--- config.mk ---
export PLATFORM = sky130hd
export DESIGN_NAME = data_inf_c_s2m_credit_dispatch
export DESIGN_NICKNAME = d
export VERILOG_FILES = /design/src/rtl/data_inf_c_s2m_credit_dispatch.sv
export SDC_FILE = /design/constraint.sdc
export NUM_CORES = 1
export LEC_CHECK = 0
export CORE_ASPECT_RATIO = 1.1
export CORE_UTILIZATION = 57
export DETAILED_ROUTE_END_ITERATION = 12
export HOLD_SLACK_MARGIN = 0.08
export PLACE_DENSITY = 0.88
export SYNTH_ARGS = -nofsm -noshare
export SYNTH_HDL_FRONTEND = slang
export SYNTH_SLANG_ARGS = --single-unit
--- constraint.sdc ---
create_clock -name clock -period 5.9 [get_ports clock]
set_input_delay 1.18 -clock clock [delete_from_list [all_inputs] [get_ports clock]]
set_output_delay 1.18 -clock clock [all_outputs]
set_load 0.02 [all_outputs]
--- src/rtl/data_inf_c_s2m_credit_dispatch.sv ---
// Packet-level destination scheduler: round-robin pick among enabled destinations holding credits,
// addr held for the whole packet, one credit consumed per packet and returned by pulses.
`timescale 1ns/1ps
module data_inf_c_s2m_credit_dispatch #(
   parameter int unsigned NUM        = 8,
   parameter int unsigned DSIZE      = 8,
   parameter int unsigned CREDIT_MAX = 4,
   parameter int unsigned NSIZE      = $clog2(NUM),
   parameter int unsigned CSIZE      = $clog2(CREDIT_MAX + 1)
) (
   input  logic             clock,
   input  logic             rst_n,
   input  logic [NUM-1:0]   dest_en,
   input  logic [NUM-1:0]   credit_rtn,
   input  logic             in_valid,
   input  logic [DSIZE-1:0] in_data,
   input  logic             in_last,
   output logic             in_ready,
   output logic             out_valid,
   output logic [DSIZE-1:0] out_data,
   input  logic             out_ready,
   output logic [NSIZE-1:0] addr,
   output logic             credit_err
);

   typedef enum logic {IDLE = 1'b0, SEND = 1'b1} state_t;

   state_t           state;
   logic [CSIZE-1:0] credit [NUM];
   logic [NSIZE-1:0] rr_ptr;
   logic [NSIZE-1:0] pick;
   logic [NSIZE-1:0] idx;
   logic [NUM-1:0]   eligible;
   logic [NUM-1:0]   consume;
   logic             found;
   logic             start;
   logic             done;

   always_comb begin
      eligible = '0;
      for (int unsigned i = 0; i < NUM; i++)
         eligible[i] = dest_en[i] && (credit[i] != '0);
   end

   // First eligible destination scanning upward from rr_ptr with wrap-around.
   always_comb begin
      found = 1'b0;
      pick  = '0;
      idx   = '0;
      for (int unsigned k = 0; k < NUM; k++) begin
         idx = NSIZE'((32'(rr_ptr) + k) % NUM);
         if (!found && eligible[idx]) begin
            found = 1'b1;
            pick  = idx;
         end
      end
   end

   assign start = (state == IDLE) && in_valid && found;
   assign done  = (state == SEND) && in_valid && out_ready && in_last;

   always_comb begin
      consume = '0;
      for (int unsigned i = 0; i < NUM; i++)
         consume[i] = start && (pick == NSIZE'(i));
   end

   assign out_valid = (state == SEND) && in_valid;
   assign in_ready  = (state == SEND) && out_ready;
   assign out_data  = in_data;

   always_ff @(posedge clock or negedge rst_n) begin
      if (!rst_n) begin
         state      <= IDLE;
         addr       <= '0;
         rr_ptr     <= '0;
         credit_err <= 1'b0;
         for (int unsigned i = 0; i < NUM; i++)
            credit[i] <= CSIZE'(CREDIT_MAX);
      end else begin
         case (state)
            IDLE: begin
               if (start) begin
                  addr  <= pick;
                  state <= SEND;
               end
            end
            SEND: begin
               if (done) begin
                  rr_ptr <= (addr == NSIZE'(NUM - 1)) ? '0 : addr + 1'b1;
                  state  <= IDLE;
               end
            end
            default: state <= IDLE;
         endcase

         // Simultaneous consume and return on one destination cancel out.
         for (int unsigned i = 0; i < NUM; i++) begin
            if (consume[i] && !credit_rtn[i])
               credit[i] <= credit[i] - 1'b1;
            else if (credit_rtn[i] && !consume[i]) begin
               if (credit[i] == CSIZE'(CREDIT_MAX))
                  credit_err <= 1'b1;
               else
                  credit[i] <= credit[i] + 1'b1;
            end
         end
      end
   end

endmodule

==> Word level (Yosys, flattened, before mapping) <==
Index checks and enable logic that the tools add are counted.
{ "classes": {"n_addsub": 24, "magnitude_cmp": 8, "n_eq_ne": 24, "n_mux": 84, "bitwise": 1, "reduce_logical": 95} }
{ "op_table": {"columns": ["operator", "count"], "rows": [
  ["$mux W3", 33],
  ["$logic_and A1 B1 Y1", 45],
  ["$mux W1", 42],
  ["$eq A3 B3 Y1 const B", 13],
  ["$lt A3 B4 Y1 const B", 8],
  ["$add A3 B1 Y3 const B", 10],
  ["$bmux W1 S3", 8],
  ["$reduce_bool A3 Y1", 8],
  ["$sub A3 B1 Y3 const B", 8],
  ["$logic_not A1 Y1", 23],
  ["$reduce_and A2 Y1", 10],
  ["$ne A2 B2 Y1 const B", 8],
  ["$reduce_bool A2 Y1", 8],
  ["$add A3 B3 Y3 const B", 4],
  ["$add A3 B2 Y3 const B", 2],
  ["$eq A3 B2 Y1 const B", 2],
  ["$eq A3 B1 Y1 const B", 1],
  ["$logic_not A3 Y1", 1],
  ["$pmux W1 S2", 1],
  ["$not A1 Y1", 1]
]} }
{ "totals": {"regBits": 32, "input_bits": 29, "output_inout_bits": 14, "word_cells": 248} }

==> Logic depth before layout (Yosys ltp) <==
Gate-level depths: netlist of the first run.
{ "depth": {"depth_word": 53, "depth_mapped": 21, "depth_no_buf": 17} }

==> Least setup slack after synthesis of the first run <==
OpenSTA, ideal clock, no wires.
{ "synth_path": {"path_type": "reg2reg", "from": "register rr_ptr[0]", "to": "register credit[11] (netlist bit)", "setup_time_ns": 0.085, "t_arrival_ns": 4.364, "required_time_ns": 5.815, "setup_slack_ns": 1.451, "path_stages_with_launch": 21, "path_buffers": 3, "period_less_slack_ns": 4.449, "path_cell_list": "dfrtp_1 -> buf_2 -> inv_2 -> clkbuf_1 -> ha_1 -> clkbuf_1 -> or2_2 -> o22ai_1 -> o22a_1 -> a22oi_4 -> nor3_4 -> nand2_1 -> a211o_1 -> nor3_1 -> ha_1 -> inv_1 -> fa_1 -> nor3_1 -> a21oi_1 -> o21ai_0 -> o31ai_1"} }
{ "synth_between": {"elab_chain_cells": 30, "elab_cells_between_ends": 63, "cone_classes": "add/sub (7); eq/ne (2); mux (33); reduce/logical (21)"} }
{ "synth_rtl": {"columns": ["element", "line_no", "source"], "rows": [
  ["start, declared", "30", "logic [NSIZE-1:0] rr_ptr;"],
  ["start signal, assigned", "90", "rr_ptr <= (addr == NSIZE'(NUM - 1)) ? '0 : addr + 1'b1;"],
  ["branches (longest 25 deep; another with $add A3 B1 Y3)", null, null],
  ["$logic_and A1 B1 Y1 *", "65", "consume[i] = start && (pick == NSIZE'(i));"],
  ["$logic_not A1 Y1", "101", "else if (credit_rtn[i] && !consume[i]) begin"],
  ["$logic_and A1 B1 Y1", "101", null],
  ["$reduce_bool A2 Y1 (no line)", null, null],
  ["$reduce_and A2 Y1 (no line)", null, null],
  ["end signal, assigned by index", "79", "credit[i] <= CSIZE'(CREDIT_MAX);"],
  ["end signal, assigned by index", "100", "credit[i] <= credit[i] - 1'b1;"],
  ["end signal, assigned by index", "105", "credit[i] <= credit[i] + 1'b1;"],
  ["end, declared", "29", "logic [CSIZE-1:0] credit [NUM];"]
]} }
Mark *: on every way between the ends. The select of a mux whose other input is x is not followed.
A chain may end at the register's enable or synchronous reset.

==> Final worst setup path of the first run <==
{ "layout_path": {"from": "input dest_en[0]", "to": "register credit_err"} }
{ "layout_between": {"elab_chain_cells": 52, "elab_cells_between_ends": 111, "cone_classes": "eq/ne (7); mux (55); reduce/logical (49)"} }
{ "layout_rtl": {"columns": ["element", "line_no", "source"], "rows": [
  ["start, declared", "13", "input logic [NUM-1:0] dest_en,"],
  ["$logic_and A1 B1 Y1 *", "42", "eligible[i] = dest_en[i] && (credit[i] != '0);"],
  ["$bmux W1 S3", "52", "if (!found && eligible[idx]) begin"],
  ["$mux W1 (not written as such)", "52", null],
  ["$mux W1", "52", null],
  ["$logic_not A1 Y1", "52", null],
  ["$logic_and A1 B1 Y1", "52", null],
  ["$mux W1", "52", null],
  ["$logic_not A1 Y1", "52", null],
  ["[... 36 more ...]", null, null],
  ["$mux W1", "101", null],
  ["$mux W1", "99", "if (consume[i] && !credit_rtn[i])"],
  ["$mux W1", "102", "if (credit[i] == CSIZE'(CREDIT_MAX))"],
  ["$mux W1", "101", null],
  ["$mux W1", "99", null],
  ["$mux W1", "102", null],
  ["$mux W1", "101", null],
  ["$mux W1 *", "99", null],
  ["end signal, assigned", "77", "credit_err <= 1'b0;"],
  ["end signal, assigned", "103", "credit_err <= 1'b1;"],
  ["end, declared", "23", "output logic credit_err"]
]} }
Every way passes the cells marked *; elsewhere a longest branch is shown, timed or not. The select of a mux whose other input is x is not followed.

==> results of run 1 <==
## worst paths after layout
kind / start / endpoint / slack, ps / cells past startpoint
setup reg to reg: rr_ptr[0] / credit_err / 960 / 19
hold / removal: credit_err / credit_err / 520 / 2
hold reg to reg: credit_err / credit_err / 520 / 2
setup / recovery: dest_en[0] / credit_err / 780 / 16
min in group asynchronous: rst_n / credit[12] / 1290 / 2
max in group asynchronous: rst_n / credit[2] / 4270 / 2
## stage by stage
step	cells	util	setup slack [ps]	area (sq um)	hold WS, ps
floorplan	402	-	1450	3520	500
global placement	489	0.644	610	3790	501
detailed placement	489	0.644	506	3790	517
CTS	497	0.660	805	3880	533
global route	497	0.660	475	3880	549
finish	497	0.660	776	3880	525
## tightest hold or removal path, cell delays in order, from the launching register on
cell and delay, ps:
dfrtp_1 340, a21oi_1 60, nand4_1 80
## state kept, by name, summed over array words and instances (netlist names)
| signal | count |
|---|---|
| credit | 24 |
| addr | 3 |
| rr_ptr | 3 |
| credit_err | 1 |
| state | 1 |
## cell type report
cell class,count,area (sq um)
Inverter,45,169
Fill cell,516,2000
Clock buffer,8,90.1
Multi-Input combinational cell,303,2410
Tap cell,77,96.3
Timing Repair Buffer,32,305
Sequential cell,32,811
## per-layer routing
layer / routed length, um / track usage / vias up
li1: - / - / 1561
met1: 3710 / 0.375 / 1632
met2: 4560 / 0.512 / 141
met3: 616 / 0.0435 / 18
met4: 167 / 0.0909 / 0
met5: 0 / 0 / -
## power groups by stage
stage	Combinational [W]	Clock, W	Sequential, W
finish	0.00186	0.000177	0.000526
global route	0.00203	0.000188	0.000548
CTS	0.00183	0.000179	0.000520
detailed placement	0.00182	0	0.000524
global placement	0.00176	0	0.000516
floorplan	0.00148	0	0.000464
## layout by cell type, fill, tap and decap left out, types with 4 or more instances in the layout
cell,netlist,routed
buf_4,8,6
inv_1,43,43
o21ai_0,25,25
a211oi_1,9,9
mux4_2,8,8
clkdlybuf4s50_1,0,26
nor2_1,26,26
o211ai_1,10,10
nor3_1,20,20
mux2i_1,5,5
o31a_1,8,8
clkbuf_8,0,6
a21oi_1,20,20
xor2_1,11,11
nand2_1,18,18
dfrtp_1,24,24
fa_1,8,8
nand4_1,5,5
o2111ai_1,12,12
or3_1,4,4
a22oi_1,4,4
ha_1,20,20
o311ai_0,8,8
dfstp_2,8,8
nand3_1,8,8
o31ai_1,15,15
a31oi_1,7,7
## synth_stat cells, drive strengths merged (9+ instances only)
cell type	n	share of area
inv	44	0.047
o21ai	27	0.039
nor2	26	0.028
dfrtp	24	0.17
nor3	21	0.033
a21oi	20	0.028
ha	20	0.071
nand2	18	0.019
buf	17	0.033
o31ai	17	0.039
o2111ai	12	0.030
xor2	11	0.027
a211oi	10	0.023
o211ai	10	0.021
nand3	9	0.014
o311ai	9	0.022
## cells by family (layout without fill, tap and decap cells)
kind of cell    count (synthesis)  in the layout
simple gates                   92             92
mux                            18             18
flops                          32             32
xor+xnor                       14             14
fa+ha+maj                      28             28
buf+inv                        67             85
compound gates                151            151
==> impl_metrics.py, run 1 <==
metrics = {
    "timing": {
        "worst_slew_pin_slew_ps": 1020,
        "rsz0062_at_grt": "no",
        "finalSetupViolCount": 0,
        "period_needed_ps": 5120,
        "relSlewSlack": 0.317,
        "finalCritPeriodShare": 0.868,
        "skew_ps": 7.46,
        "clock.fmax_ghz": 0.195,
        "maxSlewViolCount": 0,
        "setup_tns_ps": 0,
        "final-hold-violation-count": 0,
    },
    "floorplan": {
        "dieArea_sq_um": 6500,
        "die_x_um": 77.0,
        "fp-row-count": 29,
        "initial_core_util": 0.599,
        "coreArea_sq_um": 5880,
        "die_h_um": 84.4,
        "io_pins": 43,
    },
    "yosys": {
        "async_flop_share": 1.00,
        "synth-simple-area-share": 0.127,
        "synth_compound_area_frac": 0.323,
        "ys_seq_area_frac": 0.230,
        "yosys_most_used_dff": "dfrtp_1",
        "synth_fa_ha_area_frac": 0.117,
        "ys_warn_count": 0,
        "synth_top_family_by_area": "compound AO/OA/AOI/OAI gates",
        "ys_ff_latch": 32,
        "synth_fp_nets": 459,
        "synth-edff-count": 0,
        "synthXorXnorAreaFrac": 0.0348,
        "yosysUniqueCellTypes": 66,
        "synth.cell_area_sq_um": 3520,
        "synth_mux_area_frac": 0.0821,
        "synth_cells": 402,
        "syn_area_per_cell_sq_um": 8.76,
    },
    "global_route": {
        "grt_pass1_vias": 3150,
        "grt_max_degree": 33,
        "antenna_found_initial": 0,
        "grt_overflow": 0,
        "track_usage": 0.294,
        "grt_pass1_wl_um": 15100,
    },
    "worst_setup_path": {
        "path_cells": "clkdlybuf4s50_1 > o31ai_1 > mux4_2 > o22a_1 > a22oi_4 > nor2_1 > a32o_1 > a211o_1 > nor3_1 > ha_1 > inv_1 > nand2_1 > nor3_1 > a22o_1 > a221oi_1 > nand4_1",
        "cp_max_fo": 6,
        "timing.setup.critical_path_class": "input pin to flip-flop",
        "cp_common_cell": "nor3_1",
        "worst-endpoint-required_ps": 6040,
        "crit_buf_inv": 2,
        "startpoint_type": "input pin",
        "slowest_stage": "mux4_2",
        "end_kind": "flip-flop",
        "arrival_ps": 5260,
        "worst_path_largest_cell_delay_ps": 540,
        "cp_top_family": "compound AO/OA/AOI/OAI gates",
    },
    "cells_and_area": {
        "layout-drive-gt1-share": 0.110,
        "antenna_cells": 0,
        "area_growth_pct": 10.1,
        "fin_nets": 476,
    },
    "clock_network": {
        "cts_resized": 0,
        "numCtsBuffers": 5,
        "htreeDepth": 2,
        "hold_buffers": 0,
        "cts_buffer_depth": 2,
        "cts_tree": "yes",
        "insertion_delay_ps": 290,
        "clock-root-buffer": "clkbuf_8",
        "post_cts_buffers": 0,
        "clkSlewWorstSetupHoldPaths_ps": 70,
        "numClockSinks": 32,
    },
    "pwr": {
        "power.density_nw_per_um2": 661,
        "power_w": 0.00256,
        "p_seq_frac": 0.205,
        "intPower_w": 0.00115,
        "peakVddDrop_mv": 0.321,
        "pwr-share-clk": 0.069,
        "power_switching_w": 0.00142,
        "p_leak_nw": 1.50,
        "p_comb_frac": 0.726,
        "sw_frac_of_total": 0.552,
    },
    "detailed_routing": {
        "via_per_inst": 6.74,
        "ant_nets": 0,
        "firstDrtPassIters": 5,
        "drc_errors": 0,
        "routedWlPerCell_um": 18.2,
        "num_vias": 3352,
        "drtIter0Drc": 279,
        "routed_wl_um": 9050,
    },
    "place": {
        "port-buffer-count": 26,
        "dp_hpwl_um": 6960,
        "gp_congestion": 0.977,
    },
    "job": {
        "maxCapViolations": 0,
    },
    "worst_hold_path": {
        "hold_class": "flip-flop to flip-flop",
    },
    "outcome": {
        "status": "finished clean",
    },
}
Note: power is estimated with default switching activity, not from simulation.
==> run 2, diff against run 1 <==
==> constraint.sdc (replaced) <==
create_clock -name clock -period 4.9 [get_ports clock]
set_input_delay 0.98 -clock clock [delete_from_list [all_inputs] [get_ports clock]]
set_output_delay 0.98 -clock clock [all_outputs]
set_load 0.02 [all_outputs]
==> impl_metrics.py, run 2 (same netlist as run 1, synthesis figures left out) <==
metrics = {
    "outcome": {
        "status": "finished clean",
    },
    "global_route": {
        "track_usage": 0.338,
        "antenna_found_initial": 0,
        "grt_overflow": 0,
        "grt_pass1_vias": 3596,
        "grt_max_degree": 33,
        "grt_pass1_wl_um": 17400,
    },
    "cells_and_area": {
        "final_common_cell": "inv_1",
        "stdcell_area_sq_um": 4100,
        "top_regs": "credit: 24 flops, addr: 3 flops, rr_ptr: 3 flops",
        "largest_reg_flops": 24,
        "regMostFlops": "credit",
        "area_growth_pct": 16.3,
        "regArea_sq_um": 811,
        "nFillCells": 461,
        "fin_nets": 503,
        "antenna_cells": 0,
        "multi_input_area_sq_um": 2420,
        "most-common-layout-cells": "43 x inv_1, 33 x buf_4, 26 x nor2_1, 26 x clkdlybuf4s50_1, 25 x o21ai_0",
        "layout-drive-gt1-share": 0.174,
    },
    "detailed_routing": {
        "routedWlPerCell_um": 19.8,
        "num_vias": 3683,
        "drc_errors": 0,
        "firstDrtPassIters": 5,
        "routed_wl_um": 10400,
        "ant_nets": 0,
        "drtIter0Drc": 490,
        "via_per_inst": 7.03,
    },
    "clock_network": {
        "cts_tree": "yes",
        "insertion_delay_ps": 290,
        "numCtsBuffers": 5,
        "hold_buffers": 0,
        "numClockSinks": 32,
        "clkSlewWorstSetupHoldPaths_ps": 70,
        "htreeDepth": 2,
        "cts_buffer_depth": 2,
        "clock-root-buffer": "clkbuf_8",
    },
    "timing": {
        "period_needed_ps": 4750,
        "final-hold-violation-count": 0,
        "finalCritPeriodShare": 0.970,
        "whs_ps": 527,
        "skew_ps": 5.28,
        "finalSetupViolCount": 0,
        "clock.fmax_ghz": 0.210,
        "relSlewSlack": 0.420,
        "rsz0062_at_grt": "yes",
        "maxSlewViolCount": 0,
        "worst_slew_pin_slew_ps": 862,
    },
    "pwr": {
        "power_switching_w": 0.00187,
        "power.density_nw_per_um2": 824,
        "power_w": 0.00337,
        "p_comb_frac": 0.744,
        "p_leak_nw": 1.63,
        "p_seq_frac": 0.190,
        "pwr-share-clk": 0.066,
        "sw_frac_of_total": 0.555,
        "intPower_w": 0.00150,
        "peakVddDrop_mv": 0.418,
    },
    "floorplan": {
        "dieArea_sq_um": 6500,
        "die_h_um": 84.4,
        "coreArea_sq_um": 5880,
        "fp-row-count": 29,
        "initial_core_util": 0.599,
        "die_x_um": 77.0,
        "io_pins": 43,
    },
    "worst_setup_path": {
        "worst_path_largest_cell_delay_ps": 540,
        "startpoint_type": "input pin",
        "crit_buf_inv": 4,
        "cp_max_fo": 8,
        "worst-endpoint-required_ps": 5120,
        "cp_top_family": "compound AO/OA/AOI/OAI gates",
        "timing.setup.critical_path_class": "input pin to flip-flop",
        "end_kind": "flip-flop",
        "cp_common_cell": "buf_4",
        "arrival_ps": 4970,
        "slowest_stage": "mux4_2",
        "path_cells": "clkdlybuf4s50_1 > o31a_1 > mux4_2 > a221oi_4 > a22oi_4 > buf_4 > a211oi_2 > o221ai_1 > buf_4 > nor3_1 > ha_1 > inv_1 > fa_1 > a211oi_1 > a21oi_1 > o21ai_0 > o31ai_1",
    },
    "place": {
        "gp_congestion": 1.04,
        "port-buffer-count": 26,
        "dp_hpwl_um": 7730,
        "placed_area_sq_um": 3980,
    },
    "job": {
        "maxCapViolations": 0,
    },
    "worst_hold_path": {
        "hold_class": "flip-flop to flip-flop",
    },
}
## run 2: cell count changes in the layout (fill, tap and decap cells not counted), sizes merged
cell,delta
buf,+27
## run 2: metrics by stage
stage               TNS, ps  setup slack [ps]  std cells  utilization
global placement     -0.322            -0.322        515        0.678
floorplan                 0               451        402            -
detailed placement     -143             -96.1        515        0.678
finish                    0               148        524        0.697
CTS                       0               168        523        0.693
global route              0             0.981        524        0.697
## run 2: power groups by stage
stage	clock network, W	registers [W]	logic, W
3_5_place_dp	0	0.000632	0.00237
3_3_place_gp	0	0.000616	0.00229
2_1_floorplan	0	0.000558	0.00178
6_report	0.000223	0.000641	0.00251
5_1_grt	0.000234	0.000665	0.00269
4_1_cts	0.000219	0.000631	0.00240
## run 2: per-layer routing
layer  up-vias  share of wire  GRT usage  routed length [um]
met3        65          0.090     0.0576                 932
met5         -              0          0                   0
met1      1741           0.38      0.416                3950
met4         0          0.049      0.185                 504
met2       255           0.48      0.563                4980
li1       1622              -          -                   -
## run 2: worst reg2reg max path, stage by stage (launching register included)
cell and delay (ps):
dfrtp_1 380, inv_1 150, ha_1 520, buf_4 270, nand2_1 150, o22ai_1 320, o22a_1 290, a22oi_4 120
buf_4 180, a211oi_2 270, o221ai_1 160, buf_4 200, nor3_1 310, ha_1 230, inv_1 80, fa_1 430
a211oi_1 220, a21oi_1 80, o21ai_0 150, o31ai_1 90
## run 2: layout make-up
cell class	instances	area share
Clock buffer	8	0.0220
Inverter	45	0.0412
Multi-Input combinational cell	303	0.591
Sequential cell	32	0.198
Tap cell	77	0.0235
Timing Repair Buffer	59	0.124
## run 2: path summary, 6_finish.rpt
path / from / to / slack (ps) / cells past startpoint
min in group asynchronous: rst_n / credit[13] / 1090 / 2
max reg2reg: rr_ptr[1] / credit[17] / 250 / 19
min: credit_err / credit_err / 530 / 2
max: dest_en[5] / credit[17] / 150 / 17
min reg2reg: credit_err / credit_err / 530 / 2
max in group asynchronous: rst_n / credit[11] / 3460 / 2
## run 2: what timing repair did
action	CTS	global route
resized for setup	0	6
endpoints found under the hold margin	0	0
endpoints found under the setup margin	0	6
buffers inserted	0	1
